### config.mk
export PLATFORM = sky130hd
export DESIGN_NAME = datapath_sequencer_flat
export DESIGN_NICKNAME = d
export VERILOG_FILES = /design/src/rtl/datapath_sequencer_pkg.sv /design/src/rtl/datapath_sequencer_if.sv /design/src/rtl/datapath_sequencer_decode.sv /design/src/rtl/datapath_sequencer.sv /design/src/flat_wrapper.sv
export SDC_FILE = /design/constraint.sdc
export NUM_CORES = 1
export LEC_CHECK = 0
export ABC_AREA = 1
export ABC_CLOCK_PERIOD_IN_PS = 2600
export BUFFER_PORTS_ARGS = -buffer_cell sky130_fd_sc_hd__buf_2
export CAP_MARGIN = 40
export CORE_ASPECT_RATIO = 1.25
export CORE_MARGIN = 3
export CORE_UTILIZATION = 35
export DETAILED_ROUTE_END_ITERATION = 8
export SETUP_SLACK_MARGIN = 0.05
export SLEW_MARGIN = 20
export SYNTH_ARGS = -nofsm -noshare
export SYNTH_HDL_FRONTEND = slang
export SYNTH_HIERARCHICAL = 1
export SYNTH_SLANG_ARGS = --single-unit
export TNS_END_PERCENT = 100
### constraint.sdc
create_clock -name clock -period 2.6 [get_ports clock]
set_input_delay 0.13 -clock clock [delete_from_list [all_inputs] [get_ports clock]]
set_output_delay 0.13 -clock clock [all_outputs]
set_load 0.005 [all_outputs]
### src/rtl/datapath_sequencer_pkg.sv
// Shared definitions for the datapath sequencer: opcode and ALU control
// encodings, FSM state encoding, instruction field positions and the
// decoded-instruction record produced by seq_decode.
package datapath_sequencer_pkg;

    localparam int INSTR_W_DEF    = 12;
    localparam int REG_ADDR_W_DEF = 2;
    localparam int CNT_W_DEF      = 8;

    // Opcodes, instr[11:9]
    localparam logic [2:0] OP_NOP  = 3'b000;
    localparam logic [2:0] OP_ADD  = 3'b001;
    localparam logic [2:0] OP_SUB  = 3'b010;
    localparam logic [2:0] OP_AND  = 3'b011;
    localparam logic [2:0] OP_OR   = 3'b100;
    localparam logic [2:0] OP_SLT  = 3'b101;
    localparam logic [2:0] OP_BEQ  = 3'b110;
    localparam logic [2:0] OP_HALT = 3'b111;

    // ALU operation select driven to the datapath
    localparam logic [2:0] ALU_ADD = 3'b010;
    localparam logic [2:0] ALU_SUB = 3'b110;
    localparam logic [2:0] ALU_AND = 3'b000;
    localparam logic [2:0] ALU_OR  = 3'b001;
    localparam logic [2:0] ALU_SLT = 3'b111;

    // Field LSB positions within a 12-bit instruction word
    localparam int OPC_LSB = 9;
    localparam int RD_LSB  = 7;
    localparam int RS1_LSB = 5;
    localparam int RS2_LSB = 3;

    typedef enum logic [2:0] {
        S_IDLE      = 3'd0,
        S_DECODE    = 3'd1,
        S_EXECUTE   = 3'd2,
        S_WRITEBACK = 3'd3,
        S_HALTED    = 3'd4
    } state_t;

    typedef struct packed {
        logic [2:0] alu_control;
        logic       needs_write;
        logic       is_branch;
        logic       is_halt;
        logic       is_nop;
    } dec_t;

endpackage

### src/rtl/datapath_sequencer_if.sv
// Bus between the instruction source / datapath and the sequencer.
//   instr, instr_valid, instr_ready : instruction handshake
//   zero_flag                       : ALU zero result from the datapath
//   read_reg_num1/2, write_reg      : register-file addresses
//   alu_control, regwrite           : datapath control
//   branch_taken, halted            : status
//   retired_count                   : retired-instruction counter
// master = source/datapath side, slave = sequencer side.
interface datapath_sequencer_if
    import datapath_sequencer_pkg::*;
#(
    parameter int INSTR_W    = INSTR_W_DEF,
    parameter int REG_ADDR_W = REG_ADDR_W_DEF,
    parameter int CNT_W      = CNT_W_DEF
);
    logic [INSTR_W-1:0]    instr;
    logic                  instr_valid;
    logic                  instr_ready;
    logic                  zero_flag;
    logic [REG_ADDR_W-1:0] read_reg_num1;
    logic [REG_ADDR_W-1:0] read_reg_num2;
    logic [REG_ADDR_W-1:0] write_reg;
    logic [2:0]            alu_control;
    logic                  regwrite;
    logic                  branch_taken;
    logic                  halted;
    logic [CNT_W-1:0]      retired_count;

    modport master (
        output instr, instr_valid, zero_flag,
        input  instr_ready, read_reg_num1, read_reg_num2, write_reg,
               alu_control, regwrite, branch_taken, halted, retired_count
    );

    modport slave (
        input  instr, instr_valid, zero_flag,
        output instr_ready, read_reg_num1, read_reg_num2, write_reg,
               alu_control, regwrite, branch_taken, halted, retired_count
    );
endinterface

### src/rtl/datapath_sequencer_decode.sv
// seq_decode: purely combinational opcode decoder.
//   opcode : instruction opcode field
//   dec    : {alu_control, needs_write, is_branch, is_halt, is_nop}
// NOP and HALT do not use the ALU; they report ADD so alu_control sits at
// its idle value.
module seq_decode
    import datapath_sequencer_pkg::*;
(
    input  logic [2:0] opcode,
    output dec_t       dec
);
    always_comb begin
        dec             = '0;
        dec.alu_control = ALU_ADD;
        case (opcode)
            OP_NOP:  dec.is_nop = 1'b1;
            OP_ADD:  begin dec.alu_control = ALU_ADD; dec.needs_write = 1'b1; end
            OP_SUB:  begin dec.alu_control = ALU_SUB; dec.needs_write = 1'b1; end
            OP_AND:  begin dec.alu_control = ALU_AND; dec.needs_write = 1'b1; end
            OP_OR:   begin dec.alu_control = ALU_OR;  dec.needs_write = 1'b1; end
            OP_SLT:  begin dec.alu_control = ALU_SLT; dec.needs_write = 1'b1; end
            OP_BEQ:  begin dec.alu_control = ALU_SUB; dec.is_branch   = 1'b1; end
            OP_HALT: dec.is_halt = 1'b1;
            default: dec.is_nop = 1'b1;
        endcase
    end
endmodule

### src/rtl/datapath_sequencer.sv
// Multi-cycle control sequencer for the register-file/ALU datapath.
// Accepts an instruction in IDLE, then walks DECODE -> EXECUTE -> WRITEBACK
// (shortened for NOP, BEQ and HALT) while driving registered datapath
// controls, and counts retired instructions.
//   clock, reset : rising-edge clock, synchronous active-high reset
//   bus          : slave side of datapath_sequencer_if
// Every output except instr_ready is registered. Output registers are loaded
// from the next-state decision, so each value is visible during the state it
// belongs to (addresses during DECODE, regwrite during WRITEBACK, the
// branch pulse during the IDLE cycle right after EXECUTE).
module datapath_sequencer
    import datapath_sequencer_pkg::*;
#(
    parameter int INSTR_W    = INSTR_W_DEF,
    parameter int REG_ADDR_W = REG_ADDR_W_DEF,
    parameter int CNT_W      = CNT_W_DEF
) (
    input  logic                clock,
    input  logic                reset,
    datapath_sequencer_if.slave bus
);
    state_t state, state_next;

    logic [INSTR_W-1:0]    instr_w;
    logic [2:0]            op_q, op_d;
    logic [2:0]            dec_op;
    dec_t                  dec;

    logic [REG_ADDR_W-1:0] rd1_q, rd1_d;
    logic [REG_ADDR_W-1:0] rd2_q, rd2_d;
    logic [REG_ADDR_W-1:0] wr_q, wr_d;
    logic [2:0]            alu_q, alu_d;
    logic                  regwrite_q, regwrite_d;
    logic                  branch_q, branch_d;
    logic                  halted_q, halted_d;
    logic [CNT_W-1:0]      cnt_q, cnt_d;

    assign instr_w = bus.instr;

    // In IDLE the decoder looks at the word being offered so alu_control can
    // be loaded on the accepting edge; afterwards it looks at the latched op.
    assign dec_op = (state == S_IDLE) ? instr_w[OPC_LSB +: 3] : op_q;

    seq_decode u_decode (
        .opcode (dec_op),
        .dec    (dec)
    );

    always_ff @(posedge clock) begin
        if (reset) begin
            state      <= S_IDLE;
            op_q       <= OP_NOP;
            rd1_q      <= '0;
            rd2_q      <= '0;
            wr_q       <= '0;
            alu_q      <= ALU_ADD;
            regwrite_q <= 1'b0;
            branch_q   <= 1'b0;
            halted_q   <= 1'b0;
            cnt_q      <= '0;
        end else begin
            state      <= state_next;
            op_q       <= op_d;
            rd1_q      <= rd1_d;
            rd2_q      <= rd2_d;
            wr_q       <= wr_d;
            alu_q      <= alu_d;
            regwrite_q <= regwrite_d;
            branch_q   <= branch_d;
            halted_q   <= halted_d;
            cnt_q      <= cnt_d;
        end
    end

    always_comb begin
        state_next = state;
        op_d       = op_q;
        rd1_d      = rd1_q;
        rd2_d      = rd2_q;
        wr_d       = wr_q;
        alu_d      = alu_q;
        regwrite_d = 1'b0;   // single-cycle pulses default low
        branch_d   = 1'b0;
        halted_d   = halted_q;
        cnt_d      = cnt_q;

        case (state)
            S_IDLE: begin
                if (bus.instr_valid) begin
                    state_next = S_DECODE;
                    op_d       = instr_w[OPC_LSB +: 3];
                    rd1_d      = instr_w[RS1_LSB +: REG_ADDR_W];
                    rd2_d      = instr_w[RS2_LSB +: REG_ADDR_W];
                    wr_d       = instr_w[RD_LSB  +: REG_ADDR_W];
                    alu_d      = dec.alu_control;
                end
            end
            S_DECODE: begin
                if (dec.is_nop) begin
                    state_next = S_IDLE;
                    cnt_d      = cnt_q + CNT_W'(1);
                end else if (dec.is_halt) begin
                    state_next = S_HALTED;
                    halted_d   = 1'b1;
                    cnt_d      = cnt_q + CNT_W'(1);
                end else begin
                    state_next = S_EXECUTE;
                end
            end
            S_EXECUTE: begin
                if (dec.is_branch) begin
                    // zero_flag is the compare result of this EXECUTE cycle
                    state_next = S_IDLE;
                    branch_d   = bus.zero_flag;
                    cnt_d      = cnt_q + CNT_W'(1);
                end else begin
                    state_next = S_WRITEBACK;
                    regwrite_d = dec.needs_write;
                end
            end
            S_WRITEBACK: begin
                state_next = S_IDLE;
                cnt_d      = cnt_q + CNT_W'(1);
            end
            S_HALTED: begin
                state_next = S_HALTED;
            end
            default: begin
                state_next = S_IDLE;
            end
        endcase
    end

    assign bus.instr_ready   = (state == S_IDLE) && !reset;
    assign bus.read_reg_num1 = rd1_q;
    assign bus.read_reg_num2 = rd2_q;
    assign bus.write_reg     = wr_q;
    assign bus.alu_control   = alu_q;
    assign bus.regwrite      = regwrite_q;
    assign bus.branch_taken  = branch_q;
    assign bus.halted        = halted_q;
    assign bus.retired_count = cnt_q;

endmodule

### src/flat_wrapper.sv
// flat-port wrapper written by rule: the top's interface ports become plain ports
module datapath_sequencer_flat import datapath_sequencer_pkg::*;
#(
    parameter int INSTR_W    = INSTR_W_DEF,
    parameter int REG_ADDR_W = REG_ADDR_W_DEF,
    parameter int CNT_W      = CNT_W_DEF
)
  (clock, reset, bus_instr, bus_instr_valid, bus_zero_flag, bus_instr_ready, bus_read_reg_num1, bus_read_reg_num2, bus_write_reg, bus_alu_control, bus_regwrite, bus_branch_taken, bus_halted, bus_retired_count);
  datapath_sequencer_if #(.INSTR_W(INSTR_W), .REG_ADDR_W(REG_ADDR_W), .CNT_W(CNT_W)) bus_i ();
  input  logic clock;
  input  logic reset;
  input wire logic [$bits(bus_i.instr)-1:0] bus_instr;
  input wire logic [$bits(bus_i.instr_valid)-1:0] bus_instr_valid;
  input wire logic [$bits(bus_i.zero_flag)-1:0] bus_zero_flag;
  output wire logic [$bits(bus_i.instr_ready)-1:0] bus_instr_ready;
  output wire logic [$bits(bus_i.read_reg_num1)-1:0] bus_read_reg_num1;
  output wire logic [$bits(bus_i.read_reg_num2)-1:0] bus_read_reg_num2;
  output wire logic [$bits(bus_i.write_reg)-1:0] bus_write_reg;
  output wire logic [$bits(bus_i.alu_control)-1:0] bus_alu_control;
  output wire logic [$bits(bus_i.regwrite)-1:0] bus_regwrite;
  output wire logic [$bits(bus_i.branch_taken)-1:0] bus_branch_taken;
  output wire logic [$bits(bus_i.halted)-1:0] bus_halted;
  output wire logic [$bits(bus_i.retired_count)-1:0] bus_retired_count;
  assign bus_i.instr = bus_instr;
  assign bus_i.instr_valid = bus_instr_valid;
  assign bus_i.zero_flag = bus_zero_flag;
  assign bus_instr_ready = bus_i.instr_ready;
  assign bus_read_reg_num1 = bus_i.read_reg_num1;
  assign bus_read_reg_num2 = bus_i.read_reg_num2;
  assign bus_write_reg = bus_i.write_reg;
  assign bus_alu_control = bus_i.alu_control;
  assign bus_regwrite = bus_i.regwrite;
  assign bus_branch_taken = bus_i.branch_taken;
  assign bus_halted = bus_i.halted;
  assign bus_retired_count = bus_i.retired_count;
  datapath_sequencer #(.INSTR_W(INSTR_W), .REG_ADDR_W(REG_ADDR_W), .CNT_W(CNT_W)) u_core (.clock(clock), .reset(reset), .bus(bus_i));
endmodule
== Yosys cells after proc, flatten, opt, wreduce, memory -nomap -nowiden ==
Index checks and enable logic that the tools add are counted.
Widths: inputs -> output; s select.

* Flip-flop bits (word level): 26
* Input port bits: 16
* Output and inout port bits: 21

* Add/sub/neg operators: 1
* Eq/ne operators: 14
* Multiplexer cells: 15
* Bitwise gates (word level): 3
* Reduce and logical (&&, ||, !) cells: 12

{| class="wikitable"
|+ Operators by type and width
! operator !! number
|-
| $mux 8 || 3
|-
| $pmux 3 s4 || 2
|-
| $pmux 8 s3 || 1
|-
| $eq 3x3->1 const B || 5
|-
| $eq 3x2->1 const B || 4
|-
| $mux 3 || 4
|-
| $add 8x1->8 const B || 1
|-
| $eq 3x1->1 const B || 2
|-
| $logic_not 3->1 || 2
|-
| $reduce_and 3->1 || 2
|-
| $reduce_or 3->1 || 2
|-
| $reduce_or 5->1 || 1
|-
| $mux 1 || 4
|-
| $ne 3x1->1 const B || 1
|-
| $not 1->1 || 3
|-
| $reduce_bool 3->1 || 1
|-
| $mux 2 || 1
|-
| $ne 2x1->1 const B || 1
|-
| $ne 2x2->1 const B || 1
|-
| $reduce_and 2->1 || 1
|-
| $reduce_or 2->1 || 1
|-
| $logic_and 1x1->1 || 1
|-
| $logic_not 1->1 || 1
|}

== Depth between registers and ports, before layout ==
Gate-level depths: netlist (run 1).

* Depth after elaboration: 7
* Mapped depth: 12
* Mapped depth without buffers: 12

== By module ==
The synthesis (run 1) kept the hierarchy.

{| class="wikitable"
|+ By module, submodules not included
! module !! instances !! cells an instance !! area an instance (um^2) !! seq. area each (um^2)
|-
| datapath_sequencer || 1 || 163 || 1159.9 || 520.5
|-
| seq_decode || 1 || 16 || 66.3 || 0.0
|}

== Least setup slack after synthesis (run 1) ==
OpenSTA, ideal clock, no wires.

* Path type: register -> register
* Start point: reg u_core.state[2]
* End point: reg u_core.cnt_q[4] (netlist: u_core/bus.retired_count[4])
* Library setup time: 0.112 ns
* Arrival: 1.794 ns
* Setup slack: 0.694 ns
* Cell stages (with the launch flop): 12
* Clock period less this slack: 1.906 ns
* Path through: dfxtp_1 > nor3_4 > o21ai_0 > nand2_1 > nor2_1 > inv_1 > nand3_2 > nand2_2 > nor2_4 > nand2_1 > nand2_1 > nor2_1

{| class="wikitable"
|+ RTL lines
! what !! line !! RTL
|-
| start: declaration || datapath_sequencer.sv:22 || <nowiki>state_t state, state_next;</nowiki>
|-
| start signal: assignment || datapath_sequencer.sv:62 || <nowiki>state <= state_next;</nowiki>
|-
| end signal: assignment || datapath_sequencer.sv:71 || <nowiki>cnt_q <= cnt_d;</nowiki>
|-
| end: declaration || datapath_sequencer.sv:36 || <nowiki>logic [CNT_W-1:0] cnt_q, cnt_d;</nowiki>
|}

==> results.yml, run 1 <==
global_route:
  antenna_found_initial: 0
  gr-total-overflow: 0
  grt_start_max_net_pins: 22
  grt_pass1_wl_um: 4340
  track_usage: 0.130
  grt_pass1_vias: 1024
floorplanning:
  die_w_um: 58.9
  start_util: 0.374
  rows: 23
  die_y_um: 72.2
  core_um2: 3280
  die-area_um2: 4250
  ioPinCount: 37
sta:
  slew_headroom: 0.597
  drv_slew: 0
  setup_viol: 0
  setup_tns_ns: 0
  fin_crit_sh: 0.831
  rsz0062_at_grt: "false"
  layout_min_cycle_time_ns: 2.16
  finClkSkew_ns: 0.00465
  worst_slew_pin_slew_ns: 0.598
  hold_viol_final: 0
  fmax_mhz: 463
clock_tree:
  clk_path_buf_depth: 2
  htreeDepth: 1
  clock_latency_ns: 0.27
  clock-root-buffer: "clkbuf_8"
  clkTransAtPathRegs_ns: 0.09
  cts_made_buffers: 3
  cts_tree: "done"
  numClockSinks: 26
  ctsHoldBuffers: 0
synthesis:
  syn_inst: 179
  synth_top_family_by_area: "simple AND/OR/NAND/NOR gates"
  synth_seq_area_share: 0.424
  synth_fa_ha_area_frac: 0.0102
  yosysUniqueCellTypes: 23
  synthTopCellsByArea: "dfxtp_1, nand2_1, a21oi_1, nor2_1, inv_1"
  yosysTopAreaCell: "dfxtp_1"
  ys_ff_latch: 26
  yosys_warnings: 6
  synth_compound_area_frac: 0.129
  synthSimpleGateAreaFrac: 0.355
  muxShareOfSynthArea: 0
  avgSynthCellArea_um2: 6.85
  synth_top_area_share: 0.424
  synth_area_um2: 1230
  synthXorXnorAreaFrac: 0.00714
  syn-num-nets: 196
placed_design:
  gp_congestion: 0.788
  dpl_cell_area_um2: 1420
  hpwl_um: 1890
  dpl.cell_count: 246
  placement.io_buffers: 33
drt:
  drt_iter0_drc: 30
  dr.pass1.iters: 4
  highest-signal-layer: "met4"
  route.met2.wl_um: 1170
  ant_nets: 0
  wl_met1_um: 1210
  num_vias: 1168
  drc: 0
  drt_wl_total_um: 2580
  vias_per_cell: 4.67
  wl_per_cell_um: 10.3
  wl_met3_um: 154
layout:
  largest_reg_flops: 8
  final_common_cell: "nand2_1"
  mostFrequentLayoutCells: "nand2_1, buf_2, dfxtp_1"
  fillerInstances: 374
  area_delta_synth_final_pct: 21.5
  antenna_cells: 0
  postLayoutCoreUtil: 0.454
  drive_gt1_frac: 0.221
  finalInstanceArea_um2: 1490
  fin_cells: 250
  nets: 231
critical_path:
  rr_worst_depth: 12
  end_kind: "flip-flop"
  cp.arrival_ns: 2.34
  required_ns: 2.78
  start_kind: "flip-flop"
  worstReg2RegEnd: "u_core/bus.retired_count[4]$_SDFFE_PP0P_"
  r2r-start: "u_core/state[2]$_SDFFE_PP0P_"
  ff2ff_setup_slack_ns: 0.44
  path_class: "reg2reg"
  cp_max_fo: 8
pwr:
  ir_drop_mv: 0.519
  power.density_nw_per_um2: 851
  leakage_uw: 0.000672
flow_run:
  maxCapViolations: 0
hold_path:
  hold_end: "u_core/bus.branch_taken$_SDFF_PP0_"
  hp-class: "in2reg"
  hp-start: "bus_zero_flag"
  whs_path_depth: 3
run_status:
  status: "completed"
-- how the worst max path moves through the flow --
stage,cells past startpoint,from,to
after floorplan,11,u_core/state[2]$_SDFFE_PP0P_,u_core/bus.retired_count[4]$_SDFFE_PP0P_
after global placement,11,u_core/state[2]$_SDFFE_PP0P_,u_core/bus.retired_count[4]$_SDFFE_PP0P_
after detailed placement,11,u_core/state[2]$_SDFFE_PP0P_,u_core/bus.retired_count[4]$_SDFFE_PP0P_
after CTS,11,u_core/state[2]$_SDFFE_PP0P_,u_core/bus.retired_count[4]$_SDFFE_PP0P_
after global routing,11,u_core/state[2]$_SDFFE_PP0P_,u_core/bus.retired_count[4]$_SDFFE_PP0P_
final,12,u_core/state[2]$_SDFFE_PP0P_,u_core/bus.retired_count[4]$_SDFFE_PP0P_
-- through the flow --
| stage | hold WS, ns | setup slack (ns) | power (µW) |
|---|---|---|---|
| floorplan | 0.256 | 0.694 | 831 |
| global placement | 0.365 | 0.379 | 942 |
| detailed placement | 0.370 | 0.371 | 944 |
| CTS | 0.0747 | 0.374 | 1290 |
| global route | 0.0818 | 0.140 | 1370 |
| finish | 0.0809 | 0.439 | 1270 |
-- power breakdown --
part	total (µW)	internal (µW)	switching [µW]
Combinational	432	149	284
Clock	335	206	129
Sequential	500	453	46.8
Total	1270	808	460
-- cell usage after synthesis --
cell type and count:
a211oi_1 1, a21oi_1 22, buf_6 1, clkbuf_1 2
clkinv_2 1, dfxtp_1 26, ha_1 1, inv_1 17
inv_2 1, nand2_1 61, nand2_2 1, nand2_4 1
nand3_1 7, nand3_2 2, nand4_1 2, nor2_1 19
nor2_2 1, nor2_4 2, nor3_1 1, nor3_4 1
o21ai_0 7, o21ai_1 1, xnor2_1 1
-- worst max-delay path, cell delays in order, from the launching register on --
cell and delay, ns:
dfxtp_1 0.39, nor3_4 0.39, nand2_1 0.08, o21ai_1 0.24
nand2_1 0.15, nor2_1 0.17, inv_1 0.09, nand3_2 0.14
nand2_2 0.08, nor2_4 0.17, nand2_1 0.07, nand2_1 0.06
nor2_1 0.04
-- area by class of cell --
type | instances | area (µm²) | share of cell area
repair buffers | 33 | 165 | 0.111
flip-flops and latches | 26 | 520 | 0.349
clock inverters | 1 | 30.0 | 0.0202
inverters | 19 | 72.6 | 0.0487
multi-input cells | 131 | 614 | 0.412
well taps | 37 | 46.3 | 0.0311
clock buffers | 3 | 41.3 | 0.0277
-- layer usage --
metal | up-vias | GRT usage
li1 | 635 | -
met1 | 500 | 0.171
met2 | 28 | 0.203
met3 | 5 | 0.0267
met4 | 0 | 0.0605
met5 | - | 0
-- kinds of logic after synthesis --
family                     Yosys count
xor gates and xnor gates             1
DFF                                 26
and+or+nand+nor                     98
AOI/OAI and AO/OA                   31
adders and majority gates            1
buffers and inverters               22
-- repair_timing --
| action | in CTS | in global routing |
|---|---|---|
| gates resized for setup | 0 | 1 |
| setup endpoints to repair | 0 | 2 |
| setup buffers | 0 | 0 |
No activity file was read; power rests on OpenSTA's default activity.
==> inputs of run 2 (changes only) <==
--- a/config.mk
+++ b/config.mk
@@ -6,7 +6,7 @@
 export NUM_CORES = 1
 export LEC_CHECK = 0
 export ABC_AREA = 1
-export ABC_CLOCK_PERIOD_IN_PS = 2600
+export ABC_CLOCK_PERIOD_IN_PS = 1900
 export BUFFER_PORTS_ARGS = -buffer_cell sky130_fd_sc_hd__buf_2
 export CAP_MARGIN = 40
 export CORE_ASPECT_RATIO = 1.25
==> constraint.sdc (replaced) <==
create_clock -name clock -period 1.9 [get_ports clock]
set_input_delay 0.095 -clock clock [delete_from_list [all_inputs] [get_ports clock]]
set_output_delay 0.095 -clock clock [all_outputs]
set_load 0.005 [all_outputs]
==> run 2 against run 1 <==
Power grew 56%. Fmax grew 22%. Worst hold slack lost 0.038 ns. Largest cell class unchanged.
==> results.yml, run 2 (same netlist as run 1, synthesis figures left out) <==
run_status:
  status: "completed"
clock_tree:
  clock-root-buffer: "clkbuf_8"
  clock_latency_ns: 0.28
  htreeDepth: 1
  cts_tree: "done"
  clk_path_buf_depth: 2
  clkTransAtPathRegs_ns: 0.10
  cts_made_buffers: 3
  numClockSinks: 26
drt:
  vias_per_cell: 4.62
  wl_met1_um: 1300
  wl_per_cell_um: 10.3
  drt_iter0_drc: 24
  num_vias: 1214
  ant_nets: 0
  wl_met3_um: 141
  drc: 0
  highest-signal-layer: "met4"
  dr.pass1.iters: 4
  drt_wl_total_um: 2700
  route.met2.wl_um: 1210
critical_path:
  end_kind: "flip-flop"
  cp_max_fo: 7
  path_class: "reg2reg"
  worst-path-buf-inv: 2
  required_ns: 2.09
  cpPeakStageDelay_ns: 0.34
  crit_chain: "nor3_4, nand2_1, o21ai_2, inv_1, nor2_2, nor2_2, inv_1, nor2_2, nor2_4, nand2_1, nand2_1, nor2_1"
  start_kind: "flip-flop"
  cp_top_family: "simple AND/OR/NAND/NOR gates"
  cp.arrival_ns: 1.96
  critPathSlowestCell: "dfxtp_2"
floorplanning:
  ioPinCount: 37
  start_util: 0.374
  die_w_um: 58.9
  die_y_um: 72.2
  die-area_um2: 4250
  core_um2: 3280
  rows: 23
pwr:
  power_frac_clock: 0.237
  ir_drop_mv: 0.664
  p_int_uw: 1260
  pwr-share-comb: 0.424
  leakage_uw: 0.000744
  p_sw_frac: 0.364
  p_sw_uw: 720
  seqPwrFrac: 0.339
  power.density_nw_per_um2: 1200
  total_power_uw: 1980
layout:
  area_delta_synth_final_pct: 34.0
  largest_reg_flops: 8
  mostFrequentLayoutCells: "nand2_1, buf_2, dfxtp_1"
  fillerInstances: 363
  drive_gt1_frac: 0.319
  multiInputGateArea_um2: 668
  finalInstanceArea_um2: 1640
  seq_area_um2: 522
  antenna_cells: 0
  fin_cells: 263
  final_common_cell: "nand2_1"
  nets: 244
placed_design:
  gp_congestion: 0.780
  placement.io_buffers: 33
  dpl_cell_area_um2: 1490
  hpwl_um: 1960
  dpl.cell_count: 255
global_route:
  grt_pass1_wl_um: 4650
  track_usage: 0.139
  gr-total-overflow: 0
  antenna_found_initial: 0
  grt_start_max_net_pins: 22
  grt_pass1_vias: 1150
sta:
  drv_slew: 0
  worst_slew_pin_slew_ns: 0.369
  layout_min_cycle_time_ns: 1.78
  hold_viol_final: 0
  rsz0062_at_grt: "true"
  finClkSkew_ns: 0.00828
  fmax_mhz: 563
  slew_headroom: 0.754
  setup_tns_ns: 0
  setup_viol: 0
  hold_ws_ns: 0.0433
  fin_crit_sh: 0.934
hold_path:
  hp-class: "in2reg"
flow_run:
  maxCapViolations: 0
run 2: cell types whose count changed in the layout (fill, tap and decap cells not counted), moves of 2 or more:
cell / previous run / this run
o21ai_0: 6 / 4
o21ai_2: 0 / 3
nor2_1: 19 / 15
nand3_4: 0 / 2
nor2_2: 1 / 4
buf_4: 0 / 13
run 2: path summary, 6_finish.rpt:
path                                  start  cells past startpoint                                  endpoint  slack [ns]
min                           bus_zero_flag                      3        u_core/bus.branch_taken$_SDFF_PP0_        0.04
max            u_core/state[1]$_SDFFE_PP0P_                     12  u_core/bus.retired_count[4]$_SDFFE_PP0P_        0.12
max reg2reg    u_core/state[1]$_SDFFE_PP0P_                     12  u_core/bus.retired_count[4]$_SDFFE_PP0P_        0.12
min reg2reg  u_core/bus.halted$_SDFFE_PP0P_                      2            u_core/bus.halted$_SDFFE_PP0P_        0.45
run 2: what timing repair did:
item                                    4_1_cts  5_1_grt
hold buffers                                  0        0
buffers inserted                              3        1
endpoints found under the setup margin        8       10
pin swaps                                     3        4
gates resized for setup                       5       12
run 2: through the flow:
| step | worst slack, ns | utilization |
|---|---|---|
| finish | 0.125 | 0.501 |
| global placement | 0.0552 | 0.453 |
| floorplan | 0.0564 | - |
| global route | -0.0614 | 0.501 |
| CTS | 0.0667 | 0.486 |
| detailed placement | 0.0474 | 0.453 |
run 2: power groups by stage:
stage          combinational [µW]  clock [µW]  sequential, µW
2_1_floorplan                 450           0             693
3_3_place_gp                  697           0             683
3_5_place_dp                  697           0             683
4_1_cts                       774         482             670
5_1_grt                       940         501             681
6_report                      839         468             671
run 2: cell type report:
class                           count  share of cell area
Clock buffer                        3              0.0251
Multi-Input combinational cell    131               0.407
Inverter                           19              0.0442
Clock inverter                      1              0.0183
Sequential cell                    26               0.318
Timing Repair Buffer               46               0.160
Tap cell                           37              0.0282
run 2: worst min-delay path: stages:
cell and delay, ns:
buf_2 0.09, nand2_1 0.05, nor2_1 0.04
run 2: routing by layer:
metal	vias up	GRT usage
li1	660	-
met1	523	0.183
met2	26	0.217
met3	5	0.0214
met4	0	0.0730
met5	-	0
